**src/rtl/stack_ctrl.sv**
```systemverilog
// Operand-stack sequencer: push/pop/replace/peek over req/ack onto a single-port sync RAM.
// Optional PEEK (op 11) is enabled by defining STACK_PEEK_EN; otherwise op 11 acks with no effect.
module stack_ctrl #(
  parameter int DATA_W = 16,
  parameter int ADDR_W = 5,
  parameter int DEPTH  = 32
) (
  input  logic              clock,
  input  logic              reset,
  input  logic              req,
  input  logic [1:0]        op,
  input  logic [DATA_W-1:0] wdata,
  output logic              ack,
  output logic [DATA_W-1:0] rdata,
  output logic              busy,
  output logic [ADDR_W:0]   count,
  output logic              empty,
  output logic              full,
  output logic              err_overflow,
  output logic              err_underflow,
  output logic              mem_en,
  output logic              mem_wren,
  output logic [ADDR_W-1:0] mem_addr,
  output logic [DATA_W-1:0] mem_wdata,
  input  logic [DATA_W-1:0] mem_rdata
);

  typedef enum logic [2:0] {
    S_IDLE    = 3'd0,
    S_WR      = 3'd1,
    S_RD      = 3'd2,
    S_RD_WAIT = 3'd3,
    S_ACK     = 3'd4
  } state_t;

  localparam logic [1:0]        OP_PUSH    = 2'b00;
  localparam logic [1:0]        OP_POP     = 2'b01;
  localparam logic [1:0]        OP_REPLACE = 2'b10;
  localparam logic [1:0]        OP_PEEK    = 2'b11;
  localparam logic [ADDR_W:0]   CNT_ONE    = {{ADDR_W{1'b0}}, 1'b1};
  localparam logic [ADDR_W-1:0] ADDR_ONE   = {{(ADDR_W-1){1'b0}}, 1'b1};
  localparam logic [ADDR_W:0]   CNT_FULL   = (ADDR_W+1)'(DEPTH);

  state_t              state_r, next_state_s;
  logic [1:0]          op_r;
  logic [ADDR_W:0]     count_r, count_next_s;
  logic [DATA_W-1:0]   rdata_r;
  logic                ack_r, busy_r, empty_r, full_r, ovf_r, unf_r;
  logic                mem_en_r, mem_wren_r;
  logic [ADDR_W-1:0]   mem_addr_r;
  logic [DATA_W-1:0]   mem_wdata_r;
  logic                ovf_s, unf_s, mem_en_s, mem_wren_s;
  logic [ADDR_W-1:0]   mem_addr_s, top_addr_s;
  logic [DATA_W-1:0]   mem_wdata_s;

  assign top_addr_s = count_r[ADDR_W-1:0] - ADDR_ONE;

  // Next-state, pointer update and next-cycle RAM command (RAM outputs are registered from these)
  always_comb begin
    next_state_s = state_r;
    count_next_s = count_r;
    ovf_s        = 1'b0;
    unf_s        = 1'b0;
    mem_en_s     = 1'b0;
    mem_wren_s   = 1'b0;
    mem_addr_s   = {ADDR_W{1'b0}};
    mem_wdata_s  = {DATA_W{1'b0}};
    case (state_r)
      S_IDLE: begin
        if (req) begin
          case (op)
            OP_PUSH: begin
              if (full_r) begin
                next_state_s = S_ACK;
                ovf_s        = 1'b1;
              end else begin
                next_state_s = S_WR;
                mem_en_s     = 1'b1;
                mem_wren_s   = 1'b1;
                mem_addr_s   = count_r[ADDR_W-1:0];
                mem_wdata_s  = wdata;
              end
            end
            OP_POP: begin
              if (empty_r) begin
                next_state_s = S_ACK;
                unf_s        = 1'b1;
              end else begin
                next_state_s = S_RD;
                mem_en_s     = 1'b1;
                mem_addr_s   = top_addr_s;
              end
            end
            OP_REPLACE: begin
              if (empty_r) begin
                next_state_s = S_ACK;
                unf_s        = 1'b1;
              end else begin
                next_state_s = S_WR;
                mem_en_s     = 1'b1;
                mem_wren_s   = 1'b1;
                mem_addr_s   = top_addr_s;
                mem_wdata_s  = wdata;
              end
            end
            OP_PEEK: begin
`ifdef STACK_PEEK_EN
              if (empty_r) begin
                next_state_s = S_ACK;
                unf_s        = 1'b1;
              end else begin
                next_state_s = S_RD;
                mem_en_s     = 1'b1;
                mem_addr_s   = top_addr_s;
              end
`else
              next_state_s = S_ACK;
`endif
            end
            default: next_state_s = S_ACK;
          endcase
        end else begin
          next_state_s = S_IDLE;
        end
      end
      S_WR: begin
        next_state_s = S_ACK;
        if (op_r == OP_PUSH) begin
          count_next_s = count_r + CNT_ONE;
        end else begin
          count_next_s = count_r;
        end
      end
      S_RD: begin
        next_state_s = S_RD_WAIT;
        if (op_r == OP_POP) begin
          count_next_s = count_r - CNT_ONE;
        end else begin
          count_next_s = count_r;
        end
      end
      S_RD_WAIT: next_state_s = S_ACK;
      S_ACK:     next_state_s = S_IDLE;
      default:   next_state_s = S_IDLE;
    endcase
  end

  // State, pointer, status flags and registered RAM/handshake outputs
  always_ff @(posedge clock) begin
    if (reset) begin
      state_r     <= S_IDLE;
      op_r        <= 2'b00;
      count_r     <= {(ADDR_W+1){1'b0}};
      rdata_r     <= {DATA_W{1'b0}};
      ack_r       <= 1'b0;
      busy_r      <= 1'b0;
      empty_r     <= 1'b1;
      full_r      <= 1'b0;
      ovf_r       <= 1'b0;
      unf_r       <= 1'b0;
      mem_en_r    <= 1'b0;
      mem_wren_r  <= 1'b0;
      mem_addr_r  <= {ADDR_W{1'b0}};
      mem_wdata_r <= {DATA_W{1'b0}};
    end else begin
      state_r     <= next_state_s;
      count_r     <= count_next_s;
      empty_r     <= (count_next_s == {(ADDR_W+1){1'b0}});
      full_r      <= (count_next_s == CNT_FULL);
      ack_r       <= (next_state_s == S_ACK);
      busy_r      <= (next_state_s != S_IDLE);
      ovf_r       <= ovf_s;
      unf_r       <= unf_s;
      mem_en_r    <= mem_en_s;
      mem_wren_r  <= mem_wren_s;
      mem_addr_r  <= mem_addr_s;
      mem_wdata_r <= mem_wdata_s;
      if (state_r == S_IDLE && req) begin
        op_r <= op;
      end
      // RAM data is valid the cycle after RD presented the address
      if (state_r == S_RD_WAIT) begin
        rdata_r <= mem_rdata;
      end
    end
  end

  assign ack           = ack_r;
  assign rdata         = rdata_r;
  assign busy          = busy_r;
  assign count         = count_r;
  assign empty         = empty_r;
  assign full          = full_r;
  assign err_overflow  = ovf_r;
  assign err_underflow = unf_r;
  assign mem_en        = mem_en_r;
  assign mem_wren      = mem_wren_r;
  assign mem_addr      = mem_addr_r;
  assign mem_wdata     = mem_wdata_r;

endmodule

```
**config.mk**
```make
export PLATFORM = sky130hd
export DESIGN_NAME = stack_ctrl
export DESIGN_NICKNAME = d
export VERILOG_FILES = /design/src/rtl/stack_ctrl.sv
export SDC_FILE = /design/constraint.sdc
export NUM_CORES = 1
export LEC_CHECK = 0
export ABC_AREA = 0
export CORE_MARGIN = 2
export CORE_UTILIZATION = 39
export CTS_CLUSTER_DIAMETER = 30
export DETAILED_ROUTE_END_ITERATION = 10
export PLACE_DENSITY = 0.76
export SLEW_MARGIN = 20
export SYNTH_ARGS = -nofsm -noshare
export SYNTH_HDL_FRONTEND = slang
export SYNTH_SLANG_ARGS = --single-unit
```
**constraint.sdc**
```tcl
create_clock -name clock -period 1.8 [get_ports clock]
set_clock_uncertainty 0.2 [all_clocks]
set_input_delay 0.36 -clock clock [delete_from_list [all_inputs] [get_ports clock]]
set_output_delay 0.36 -clock clock [all_outputs]
set_load 0.01 [all_outputs]
```
* Word level (Yosys, flattened, before mapping)
Cells that the tools add are included.
Word-level totals: register bits after elaboration 56, bits in latches 0, RAM bits 0, memory bits (read-only) 0, input port bits 37, output and inout bits 51, word-level logic and storage cells 62, memories kept 0
Operators by class: $add $sub $neg 3, multipliers 0, div/mod/pow operators 0, $lt $le $gt $ge 0, equality and inequality tests 9, shift operators 0, multiplexer cells 21, bitwise operators 4, reductions and logical operators 11
Operators with widths (number):
- 16-bit two-way mux | 2
- 16-bit case mux with 2 select lines | 1
- 3-bit two-way mux | 4
- 6-bit two-way mux | 2
- 3-bit case mux with 4 select lines | 1
- 6-bit case mux with 2 select lines | 1
- 5-bit two-way mux | 2
- 5-bit case mux with 2 select lines | 1
- 3-bit case mux with 3 select lines | 1
- 4-bit OR reduction | 2
- 6-bit by 1-bit adder with 6-bit output (second input constant) | 1
- 3-bit by 2-bit equality test with 1-bit output (second input constant) | 2
- 6-bit equality test (second input constant) | 1
- 6-bit logical NOT | 1
- 6-bit by 1-bit subtractor with 6-bit output (second input constant) | 1
- 5-bit by 1-bit subtractor with 5-bit output (second input constant) | 1
- 2-bit by 1-bit equality test with 1-bit output (second input constant) | 2
- 2-bit equality test (second input constant) | 2
- 2-bit logical NOT | 2
- 1-bit two-way mux | 4
- 1-bit NOT | 4
- 1-bit case mux with 2 select lines | 2
- 2-bit OR reduction | 2
- 3-bit by 1-bit equality test with 1-bit output (second input constant) | 1
- 5 further kinds | 5

* Depth between registers and ports, before layout
Gate-level depths: netlist of the first run.
word-level depth 5, mapped depth 8, mapped depth without buffers 7

* Worst setup path before layout of the first run
OpenSTA, ideal clock, no wires.
path type register to register, start point register count_r[0] (netlist: count[0]), end point register empty_r (netlist: empty), setup time 0.084 ns, data arrival time 1.762 ns, required time 1.516 ns, path slack -0.246 ns, stages on the path, launching flop included 9, path buffers 1, clock period less this slack 2.046 ns, path through dfxtp_1 -> clkbuf_1 -> inv_1 -> ha_1 -> and2_1 -> a32oi_1 -> xor2_1 -> o211ai_2 -> o31ai_2
On the way: longest elaborated chain between the ends 4, elaborated cells between the ends (all ways) 6, classes of those cells 2 x add/sub; 3 x mux; 1 x reduce/logical
RTL lines:
- from (decl) | RTL line 46 | logic [ADDR_W:0] count_r, count_next_s;
- from (signal assigned) | RTL line 153 | count_r <= {(ADDR_W+1){1'b0}};
- from (signal assigned) | RTL line 167 | count_r <= count_next_s;
- 6-bit by 1-bit subtractor with 6-bit output / 6-bit by 1-bit adder with 6-bit output (equally long branches) | RTL line 137, 129
- 6-bit two-way mux, on equally long branches | RTL line 136, 128
- 6-bit case mux with 2 select lines (*) | RTL line 68 | case (state_r)
- 6-bit logical NOT (*) | RTL line 168 | empty_r <= (count_next_s == {(ADDR_W+1){1'b0}});
- to (signal assigned) | RTL line 168
- to (decl) | RTL line 48 | logic ack_r, busy_r, empty_r, full_r, ovf_r, unf_r;
Mark *: on every way between the ends. The rest lies on a longest branch, timed or not. A chain may end at the register's enable or synchronous reset.

* Worst setup path in the final report of the first run
start point register state_r[0], end point register empty_r (netlist: empty)
On the way: longest elaborated chain between the ends 3, elaborated cells between the ends (all ways) 4, classes of those cells 2 x eq/ne; 1 x mux; 1 x reduce/logical
RTL lines:
- from (decl) | RTL line 44 | state_t state_r, next_state_s;
- from (signal assigned) | RTL line 166 | state_r <= next_state_s;
- 3-bit by 2-bit equality test with 1-bit output / 3-bit by 1-bit equality test with 1-bit output (equally long branches) | RTL line 68
- 6-bit case mux with 2 select lines (*) | RTL line 68
- 6-bit logical NOT (*) | RTL line 168
Marks and branches as above.

==> metrics.txt, run 1 <==
Worst setup EP type=flop; final WL=5578 microns; endpoints failing setup=1; Mapped Area=2252 sq um; number of synthesized flops with an enable pin=0; kind of critical path=flop to flop; Final period util=101.4%; dpl cells=431; status=finished with violations; Synth Flop Type=dfxtp_1; drt pass-1 iters=4; chip width=79.99 microns; initial antenna violation count=0; Layout Utilization=67.19%; via/cell ratio=4.771; Placed Area=3501 sq um; peak supply drop=0.0004369 V; fin. max-slew vios=0; CTS buffer count=5; GRT overflow=0; min Tclk post-route=1.824 ns; critical path arrival=1.84 ns; Port Buffers=87; Row Count=27; number of global-route vias before repair=2034; Final HPWL DP=4203 microns; WL per Instance=12.62 microns; Pwr Density=651.5 nW/um^2; layout cells sized above 1=24.05%; CTS Sinks=56; Fin. Hold Viols=0; Initial DRC Count=47; Layout area overhead=65.28%; CTS H-Tree Depth=2; first-pass GRT wire length=9149 microns; Nets=413; total track usage=17.95%; hold buffer count at CTS=0; ant diodes=0; failing checks=negative setup slack; register area share after synthesis=49.78%; synthesized flop and latch total=56; r2r setup slk=-0.02 ns; Worst Tran Pin Value=0.3082 ns; TritonCTS clock tree=done; CTS Buffer Depth=2; WP data required=1.82 ns; core area=5540 sq um; P_leak=0.001575 uW; Final ANT Viol Nets=0; warnings from Yosys=0; pre-CTS WS=-0.4926 ns; MaxCap Viol Count=0; Mapped Cells=244; largest net degree at the start of global routing=18; GP Congestion=0.8667; Fin Setup TNS=-0.02445 ns; Syn Nets=288; I/O Pins=88; Finished Layout Cells=442; RSZ-0062 raised after global routing=true; Worst Path Max Fanout=7; setup ws final=-0.02445 ns; type of the tightest min-delay check=flop to flop; vias=2109; Starting Density=40.65%; Die Area=6398 sq um; clock-pin slew on the worst setup and hold paths=0.10 ns; Clk Latency, worst-skew pair=0.30 ns; Clock Tree Root=clkbuf_8; DRC=0; Yosys cell types=42; Max transition margin=79.13%; Post-synth ARST share=0%; design area=3722 sq um; CP Launch Type=flop; achievable clock frequency=548.1 MHz; Post-Syn Area per Cell=9.230 sq um; Vert. Die Dim=79.99 microns
==> kinds of logic (layout without fill, tap and decap cells) <==
family	count (synthesis)	after routing	share of synthesized area [%]
and+or+nand+nor	109	109	26.33
DFF	56	56	49.78
AOI/OAI and AO/OA	44	44	12.56
buffers and inverters	21	147	4.611
adders and majority gates	7	7	3.889
xor gates and xnor gates	5	5	1.945
muxes	2	2	0.8889
==> cell usage after synthesis (2+ instances only) <==
cell,instances,area (sq um)
clkbuf_1,7,26.28
nand3b_1,2,15.01
nor3b_1,3,22.52
a22oi_1,2,15.01
nand3_1,3,15.01
a21oi_1,23,115.1
buf_4,2,15.01
nand2_1,34,127.6
and2_1,20,125.1
xnor2_1,2,17.52
a21boi_0,2,15.01
inv_1,8,30.03
buf_2,2,10.01
and3b_1,3,26.28
nor3_1,5,25.02
buf_6,2,22.52
o21ai_0,6,30.03
mux2i_1,2,20.02
nand2b_1,4,25.02
ha_1,7,87.58
dfxtp_1,56,1121
xor2_1,3,26.28
nor2_1,22,82.58
and3_1,2,12.51
nor2b_1,3,18.77
nand4_1,3,18.77
==> worst max-delay path, cell delays in order, from the launching register on <==
cell and delay, ns:
dfxtp_4 0.41, or3b_4 0.40, a211oi_4 0.24, xnor2_2 0.15
o211ai_2 0.16, o31ai_2 0.19
==> state kept, by name, summed over array words and instances, names as in the netlist, 2 cells and up <==
signal / count
mem_wdata: 16
rdata: 16
count: 6
mem_addr: 5
state_r: 3
op_r: 2
==> metal layers <==
metal,vias to the layer above,part of all wire (%),GRT usage [%]
met4,0,0.72,5.085
met5,-,0,0
met1,983,43,21.68
li1,1059,-,-
met2,65,50,31.50
met3,2,6.3,4.412
==> cells in the final DEF, fill, tap and decap left out, types with 2 or more instances in the layout <==
master           instances
clkdlybuf4s50_1         73
dfxtp_1                 47
buf_4                   41
nand2_1                 34
a21oi_1                 23
nor2_1                  21
and2_1                  18
dlygate4sd2_1            8
inv_1                    7
clkbuf_8                 6
dlymetal6s2s_1           6
o21ai_0                  5
dfxtp_2                  5
nor3_1                   4
ha_1                     4
dfxtp_4                  4
nand4_1                  3
nand3_1                  3
nand2b_1                 3
nor2b_1                  3
xor2_1                   3
a21boi_2                 2
and3b_1                  2
and2_4                   2
a22oi_1                  2
mux2i_1                  2
nand3b_1                 2
nor3b_2                  2
and3_1                   2
ha_2                     2
buf_6                    2
==> final timing paths <==
check	from	to	cells past startpoint
hold reg to reg	rdata[6]	rdata[6]	2
setup / recovery	state_r[0]	empty	5
setup reg to reg	state_r[0]	empty	5
hold / removal	rdata[6]	rdata[6]	2
==> cell type report <==
cell class,count,area [sq um]
clock buffer,6,82.58
fill,447,1818
tap,72,90.09
clock inverter,2,13.76
timing repair buffer,131,1226
multi-input combinational,167,1137
inverter,8,30.03
sequential,56,1142
==> metrics by stage <==
step	hold slack (ns)	total power, uW
global placement	0.2411	1708
floorplan	0.2658	1485
detailed placement	0.2455	1717
CTS	0.2596	2437
global route	0.2845	2530
finish	0.2612	2425
==> power breakdown <==
group / total [uW] / switching [uW] / internal (uW)
combinational: 414 / 165 / 249
sequential: 1290 / 25.5 / 1270
clock: 719 / 403 / 316
total: 2420 / 594 / 1830
==> what timing repair did <==
| action | CTS | global route |
|---|---|---|
| endpoints found under the hold margin | 0 | 0 |
| pin swaps | 13 | 6 |
| cloned | 0 | 0 |
| resized for setup | 30 | 17 |
| setup endpoints to repair | 36 | 44 |
| setup buffers | 3 | 1 |
(Power assumes the default switching activity.)
==> run 2, diff against run 1 <==
--- a/config.mk
+++ b/config.mk
@@ -6,11 +6,11 @@
 export NUM_CORES = 1
 export LEC_CHECK = 0
 export ABC_AREA = 0
-export CORE_MARGIN = 2
-export CORE_UTILIZATION = 39
+export CORE_MARGIN = 5
+export CORE_UTILIZATION = 43
 export CTS_CLUSTER_DIAMETER = 30
 export DETAILED_ROUTE_END_ITERATION = 10
-export PLACE_DENSITY = 0.76
+export PLACE_DENSITY = 0.79
 export SLEW_MARGIN = 20
 export SYNTH_ARGS = -nofsm -noshare
 export SYNTH_HDL_FRONTEND = slang
==> constraint.sdc (replaced) <==
create_clock -name clock -period 2.08 [get_ports clock]
set_clock_uncertainty 0.2 [all_clocks]
set_input_delay 0.416 -clock clock [delete_from_list [all_inputs] [get_ports clock]]
set_output_delay 0.416 -clock clock [all_outputs]
set_load 0.01 [all_outputs]
==> run 2 against run 1 <==
  * The run now ends clean
  * Sequential power shrank 13%
  * Core utilization about the same
  * Worst setup slack gained 0.12 ns
  * Largest power group unchanged
  * Final area fell by 7.8%
  * Routed wire length is 1.2% lower
  * Sequential cell count is the same
  * Combinational power fell by 24%
  * Power shrank 17%
  * Critical endpoint is now ack
  * Worst hold slack worse by 0.0034 ns
  * Clock power is 18% lower
  * Non-clock buffer count down 21
  * Final cell count is 5.2% lower
==> metrics.txt, run 2 (synthesized netlist as in run 1, its figures left out) <==
Fin. Hold Viols=0 (unchanged); MaxCap Viol Count=0 (unchanged); min Tclk post-route=1.988 ns; via/cell ratio=4.871 (was 4.771); clock-pin slew on the worst setup and hold paths=0.10 ns (about the same); P_leak=0.001307 uW (was 0.001575 uW); chip width=82.37 microns (was 79.99 microns); layout cells sized above 1=12.32% (was 24.05%); Initial DRC Count=82 (was 47); area of the multi-input gates=1044 sq um (was 1137 sq um); kind of critical path=input port to flop (was flop to flop); initial antenna violation count=0 (unchanged); Clk Latency, worst-skew pair=0.30 ns (about the same); fill count=434 (was 447); number of global-route vias before repair=1955 (was 2034); drt pass-1 iters=4 (unchanged); endpoints failing setup=0 (was 1); RSZ-0062 raised after global routing=false (was true); Clock Tree Root=clkbuf_8 (unchanged); Final HPWL DP=4263 microns (was 4203 microns); Final period util=95.59%; first-pass GRT wire length=8590 microns (was 9149 microns); CTS Buffer Depth=2 (unchanged); status=completed (was finished with violations); Die Area=6785 sq um (was 6398 sq um); Worst Tran Pin Value=0.6617 ns (was 0.3082 ns); commonest cells after routing, fill and taps aside=clkdlybuf4s50_1, dfxtp_1, nand2_1 (was clkdlybuf4s50_1, dfxtp_1, buf_4); total track usage=16.46% (was 17.95%); Nets=392 (was 413); WL per Instance=13.15 microns (was 12.62 microns); final WL=5509 microns (was 5578 microns); Max transition margin=55.75% (was 79.13%); core area=5107 sq um (was 5540 sq um); peak supply drop=0.0003180 V (was 0.0004369 V); Placed Area=3322 sq um (was 3501 sq um); achievable clock frequency=503.0 MHz; fin. max-slew vios=0 (unchanged); Port Buffers=87 (unchanged); design area=3433 sq um (was 3722 sq um); GRT overflow=0 (unchanged); WHS=0.2578 ns (was 0.2612 ns); Vert. Die Dim=82.37 microns (was 79.99 microns); ant diodes=0 (unchanged); CTS buffer count=5 (unchanged); Pwr Density=588.9 nW/um^2 (was 651.5 nW/um^2); critical path arrival=2.04 ns (was 1.84 ns); CP Launch Type=input port (was flop); type of the tightest min-delay check=flop to flop (unchanged); CTS H-Tree Depth=2 (unchanged); register area=1124 sq um (was 1142 sq um); pre-CTS WS=-0.2536 ns (was -0.4926 ns); Row Count=26 (was 27); Worst Path Max Fanout=5 (was 7); Final ANT Viol Nets=0 (unchanged); I/O Pins=88 (unchanged); Worst setup EP type=flop (unchanged); most common cell after layout, fill and taps aside=clkdlybuf4s50_1 (unchanged); CTS Sinks=56 (unchanged); DRC=0 (unchanged); TritonCTS clock tree=done (unchanged); Starting Density=44.10% (was 40.65%); setup ws final=0.09183 ns (was -0.02445 ns); vias=2041 (was 2109); WP data required=2.13 ns (was 1.82 ns); GP Congestion=0.8214 (was 0.8667); largest net degree at the start of global routing=30 (was 18); Layout area overhead=52.44% (was 65.28%); # Post-CTS Setup Buffers=0 (was 3)
-- run 2: cell types whose count changed in the layout (fill, tap and decap cells not counted), sizes merged --
cell           change
clkinvlp           +1
clkbuf             -1
dlygate4sd2        -8
buf               -21
clkdlybuf4s50     +13
dlymetal6s2s       -5
-- run 2: stage by stage --
stage / setup TNS [ns] / total power (uW) / util, % / instances
final: 0 / 2022 / 67.22 / 419
after global routing: 0 / 2121 / 67.22 / 419
after CTS: 0 / 2048 / 66.81 / 419
after detailed placement: -2.574 / 1453 / 65.04 / 411
after global placement: -1.341 / 1446 / 65.04 / 411
after floorplan: 0 / 1275 / - / 244
-- run 2: worst max-delay path, cell delays in order --
cell and delay, ns:
clkdlybuf4s50_1 0.53, inv_1 0.09, ha_1 0.23, nor2b_1 0.16
a2111oi_1 0.26, o21ai_0 0.15, inv_1 0.09, and2_1 0.12
-- run 2: worst paths after layout --
check,from,endpoint,slack [ns],cells after the start
max,op[1],ack,0.09,8
min,rdata[12],rdata[12],0.26,2
max reg2reg,state_r[2],empty,0.17,6
min reg2reg,rdata[12],rdata[12],0.26,2
-- run 2: metal layers --
layer	GRT usage [%]	share of wire, %	vias up
met5	0	0	-
met3	5.965	8.7	2
li1	-	-	1019
met4	5.482	0.85	0
met1	18.75	41	955
met2	28.37	49	65
-- run 2: report_power, final --
group          internal, uW  total [uW]  switching, uW
Sequential             1100        1120           18.9
Combinational           184         315            131
Clock                   240         590            350
Total                  1520        2020            500
-- run 2: timing repair --
item	4_1_cts	5_1_grt
endpoints found under the setup margin	0	6
hold endpoints to repair	0	0
gates resized for setup	0	9
hold buffers	0	0
-- run 2: area by class of cell --
class	instances	area share, %
clock buffer	5	2.004
clock inverter	3	0.6195
sequential	56	32.73
timing repair buffer	110	30.83
tap	70	2.551
multi-input combinational	167	30.39
inverter	8	0.8746
==> edit 1 (config.mk and constraints of run 2) <==
Re-encode `state_t` (5 states) as one-hot, 5 bits wide.
--- a/src/rtl/stack_ctrl.sv
+++ b/src/rtl/stack_ctrl.sv
@@ -27,8 +27,8 @@
 
-  typedef enum logic [2:0] {
-    S_IDLE    = 3'd0,
-    S_WR      = 3'd1,
-    S_RD      = 3'd2,
-    S_RD_WAIT = 3'd3,
-    S_ACK     = 3'd4
+  typedef enum logic [4:0] {
+    S_IDLE    = 5'b00001,
+    S_WR      = 5'b00010,
+    S_RD      = 5'b00100,
+    S_RD_WAIT = 5'b01000,
+    S_ACK     = 5'b10000
   } state_t;
Function: no difference found for any inputs over 10 cycles, from zero or initial values and one cycle with reset high; not proved beyond that.
==> edit 1 against run 2 <==
- the run now ends with negative setup slack left
- design area is 14% higher
- total power is 23% higher
- sequential cell count is 2 higher
- highest routed layer unchanged
- synthesized area is 6.0% higher
- routed wire length is 26% higher
- setup slack worse by 0.14 ns
- synthesized cell count is 11% higher
==> edit 1: results <==
# TYPE chip_impl_metric gauge
chip_impl_info{name="run_status",value="complete, but fails checks"} 1
chip_impl_info{name="violations",value="negative setup slack"} 1
chip_impl_metric{name="postSynthAreaPerCell",unit="um2"} 8.78
chip_impl_metric{name="placed_cell_area",unit="mm2"} 0.00359
chip_impl_metric{name="dp_hpwl",unit="um"} 5000
chip_impl_metric{name="globalplace.congestion",unit=""} 0.854
chip_impl_metric{name="postCtsSetupBuffers",unit=""} 2
chip_impl_metric{name="met2WireLength",unit="um"} 3440
chip_impl_info{name="r2r_start",value="state_r[3]"} 1
chip_impl_metric{name="fin_ws",unit="ns"} -0.0463
chip_impl_metric{name="final-setup-viol-count",unit=""} 2
chip_impl_info{name="startpoint_kind_of_the_worst_setup_timing_path",value="flop"} 1
chip_impl_metric{name="globalRouteMet3Util",unit=""} 0.0638
chip_impl_metric{name="worst_pin_slew",unit="ns"} 0.342
chip_impl_metric{name="globalRouteMet2Util",unit=""} 0.338
chip_impl_metric{name="grt_start_max_net_pins",unit=""} 18
chip_impl_metric{name="clock_net_power",unit="mW"} 1.13
chip_impl_metric{name="fillCellCount",unit=""} 394
chip_impl_metric{name="1st_iter_drt_viols",unit=""} 108
chip_impl_metric{name="htree_num_levels",unit=""} 3
chip_impl_metric{name="syn_nets",unit=""} 316
chip_impl_metric{name="p_sw_frac",unit=""} 0.213
chip_impl_info{name="crit_family",value="simple AND/OR/NAND/NOR gates"} 1
chip_impl_info{name="post_synth_main_area_contributors",value="sky130_fd_sc_hd__dfxtp_1, sky130_fd_sc_hd__a21oi_1, sky130_fd_sc_hd__nand2_1, sky130_fd_sc_hd__and2_1, sky130_fd_sc_hd__nor2_1"} 1
chip_impl_metric{name="timing.critical_path.fanout_max",unit=""} 6
chip_impl_metric{name="fin_setup_tns",unit="ns"} -0.0857
chip_impl_metric{name="design.final.nets",unit=""} 441
chip_impl_metric{name="vdd.ir_drop.worst",unit="V"} 0.000494
chip_impl_metric{name="power.leakage",unit="nW"} 1.50
chip_impl_metric{name="whs",unit="ns"} 0.255
chip_impl_metric{name="cts_repair_resize_count",unit=""} 7
chip_impl_metric{name="place.detailed.instances",unit=""} 455
chip_impl_info{name="min_to",value="rdata[11]"} 1
chip_impl_metric{name="critical_path_arrival",unit="ns"} 2.16
chip_impl_metric{name="layout-drive-gt1-share",unit=""} 0.209
## edit 1: cell count changes after synthesis, moves of 4 or more
cell / change
sky130_fd_sc_hd__nor3_1: +6
sky130_fd_sc_hd__clkbuf_1: +8
sky130_fd_sc_hd__a21oi_1: +7
sky130_fd_sc_hd__nor4_1: +4
## edit 1: area by class of cell
type / count / share of cell area
tap: 72 / 0.0231
clock buffer: 11 / 0.0362
inverter: 7 / 0.00672
multi-input combinational: 188 / 0.305
clock inverter: 5 / 0.0199
timing repair buffer: 133 / 0.311
sequential: 58 / 0.297
## edit 1: cell families (layout without fill, tap and decap cells)
group / count (synthesis) / count (layout) / synth area share
buf+inv: 26 / 156 / 0.0508
flops: 58 / 58 / 0.486
fa+ha+maj: 7 / 7 / 0.0367
compound gates: 49 / 49 / 0.126
simple gates: 126 / 126 / 0.278
xor+xnor: 6 / 6 / 0.0220
==> edit 2 (config.mk and constraints of run 2) <==
Made on the original files. Set the parameter `ADDR_W` to 6 (it was 5).
--- a/src/rtl/stack_ctrl.sv
+++ b/src/rtl/stack_ctrl.sv
@@ -4,3 +4,3 @@
   parameter int DATA_W = 16,
-  parameter int ADDR_W = 5,
+  parameter int ADDR_W = 6,
   parameter int DEPTH  = 32
Ports: changed (resized count and mem_addr); port bits go from 88 to 90. No check against the original RTL was run, so the function may have changed too.
==> edit 2 against run 2 <==
- total power rose by 29%
- synthesized area increased by 5.4%
- core utilization increased by 2.6 points
- sequential cell count up 2
- register-to-register slack got worse by 0.12 ns
- setup slack lost 0.041 ns
- design area up 11%
- non-clock buffer count grew 5
- routed wire length rose by 14%
- clock power rose by 100%
- critical path type is now reg -> reg
- highest routed layer unchanged
==> edit 2: results <==
# TYPE chip_impl_metric gauge
chip_impl_info{name="run_status",value="completed"} 1
chip_impl_info{name="ranking_of_synthesized_cells_by_instance_count",value="sky130_fd_sc_hd__dfxtp_1, sky130_fd_sc_hd__nand2_1, sky130_fd_sc_hd__a21oi_1"} 1
chip_impl_metric{name="pre_cts_ws",unit="ns"} -0.176
chip_impl_metric{name="1st_iter_drt_viols",unit=""} 146
chip_impl_metric{name="slowest_delay",unit="ns"} 0.48
chip_impl_metric{name="grt_start_max_net_pins",unit=""} 28
chip_impl_metric{name="routed_via_density",unit=""} 4.96
chip_impl_metric{name="yosysUniqueCellTypes",unit=""} 47
chip_impl_metric{name="htree_num_levels",unit=""} 3
chip_impl_info{name="startpoint_kind_of_the_worst_setup_timing_path",value="flop"} 1
chip_impl_metric{name="timing.critical_path.fanout_max",unit=""} 9
chip_impl_metric{name="globalRouteMet3Util",unit=""} 0.0707
chip_impl_metric{name="fillCellCount",unit=""} 433
chip_impl_metric{name="synth_seq_area_share",unit=""} 0.489
chip_impl_metric{name="power.leakage",unit="nW"} 1.51
chip_impl_metric{name="routed_wirelength",unit="um"} 6260
chip_impl_metric{name="cts-buffers-inserted",unit=""} 9
chip_impl_metric{name="grt_util_all_layers",unit=""} 0.178
chip_impl_info{name="post_synth_main_area_contributors",value="sky130_fd_sc_hd__dfxtp_1, sky130_fd_sc_hd__nand2_1, sky130_fd_sc_hd__a21oi_1, sky130_fd_sc_hd__and2_1, sky130_fd_sc_hd__ha_1"} 1
chip_impl_metric{name="path_clk_slew",unit="ns"} 0.07
chip_impl_metric{name="numPortBuffers",unit=""} 89
chip_impl_info{name="worst_hold_startpoint",value="rdata[5]"} 1
chip_impl_metric{name="vdd.ir_drop.worst",unit="V"} 0.000463
chip_impl_metric{name="dp_hpwl",unit="um"} 4570
chip_impl_metric{name="globalplace.congestion",unit=""} 0.844
chip_impl_metric{name="layout-drive-gt1-share",unit=""} 0.186
chip_impl_metric{name="clk_latency",unit="ns"} 0.33
chip_impl_metric{name="first_global_vias",unit=""} 2151
chip_impl_metric{name="critical_path_arrival",unit="ns"} 2.06
chip_impl_info{name="cell_at_the_slowest_stage_of_the_critical_path",value="sky130_fd_sc_hd__dfxtp_1"} 1
edit 2: cell types whose count changed after synthesis, sizes merged, moves of 3 or more:
cell | before | now
nand2 | 34 | 37
nor3 | 5 | 12
nand4 | 3 | 0
and3 | 2 | 5
xor2 | 3 | 0
a211oi | 1 | 4
edit 2: kinds of logic after synthesis:
logic type,synth area share
AOI/OAI and AO/OA,0.122
xor gates and xnor gates,0.00738
adders and majority gates,0.0369
buffers and inverters,0.0485
DFF,0.489
muxes,0.0126
and+or+nand+nor,0.283
edit 2: critical path, delay by kind of cell (launching register included):
| family | cells | cell delay (ns) |
|---|---|---|
| AND/OR/NAND/NOR | 2 | 0.55 |
| flip-flops | 1 | 0.48 |
| AO/OA/AOI/OAI | 2 | 0.46 |
| multiplexers | 1 | 0.23 |
edit 2: what timing repair did:
item / in CTS / in global routing
pin swaps: 0 / 1
setup buffers: 0 / 1
endpoints found under the hold margin: 0 / 0
endpoints found under the setup margin: 2 / 5
gates resized for setup: 4 / 18
edit 2: stage by stage:
step / cell area, um2 / instances
2_1_floorplan: 2380 / 261
3_3_place_gp: 3480 / 433
3_5_place_dp: 3480 / 433
4_1_cts: 3730 / 448
5_1_grt: 3790 / 449
6_report: 3790 / 449
edit 2: layout make-up:
type,count,area share
Multi-Input combinational cell,180,0.309
Sequential cell,58,0.309
Timing Repair Buffer,115,0.290
Clock buffer,11,0.0399
Tap cell,72,0.0237
Clock inverter,4,0.0198
Inverter,9,0.00890
edit 2: final timing paths:
path                   end  slack, ns  cells past startpoint
setup / recovery     empty       0.05                      5
hold / removal    rdata[5]       0.25                      2
setup reg to reg     empty       0.05                      5
hold reg to reg   rdata[5]       0.25                      2
edit 2: metal layers:
layer  part of all wire  vias up
met3              0.092       13
met2               0.48       84
met4              0.020        0
met5                  0        -
li1                   -     1111
met1               0.41     1019
edit 2: power breakdown:
part	switching, mW	internal, mW
clock	0.444	0.733
sequential	0.0204	1.13
combinational	0.112	0.169
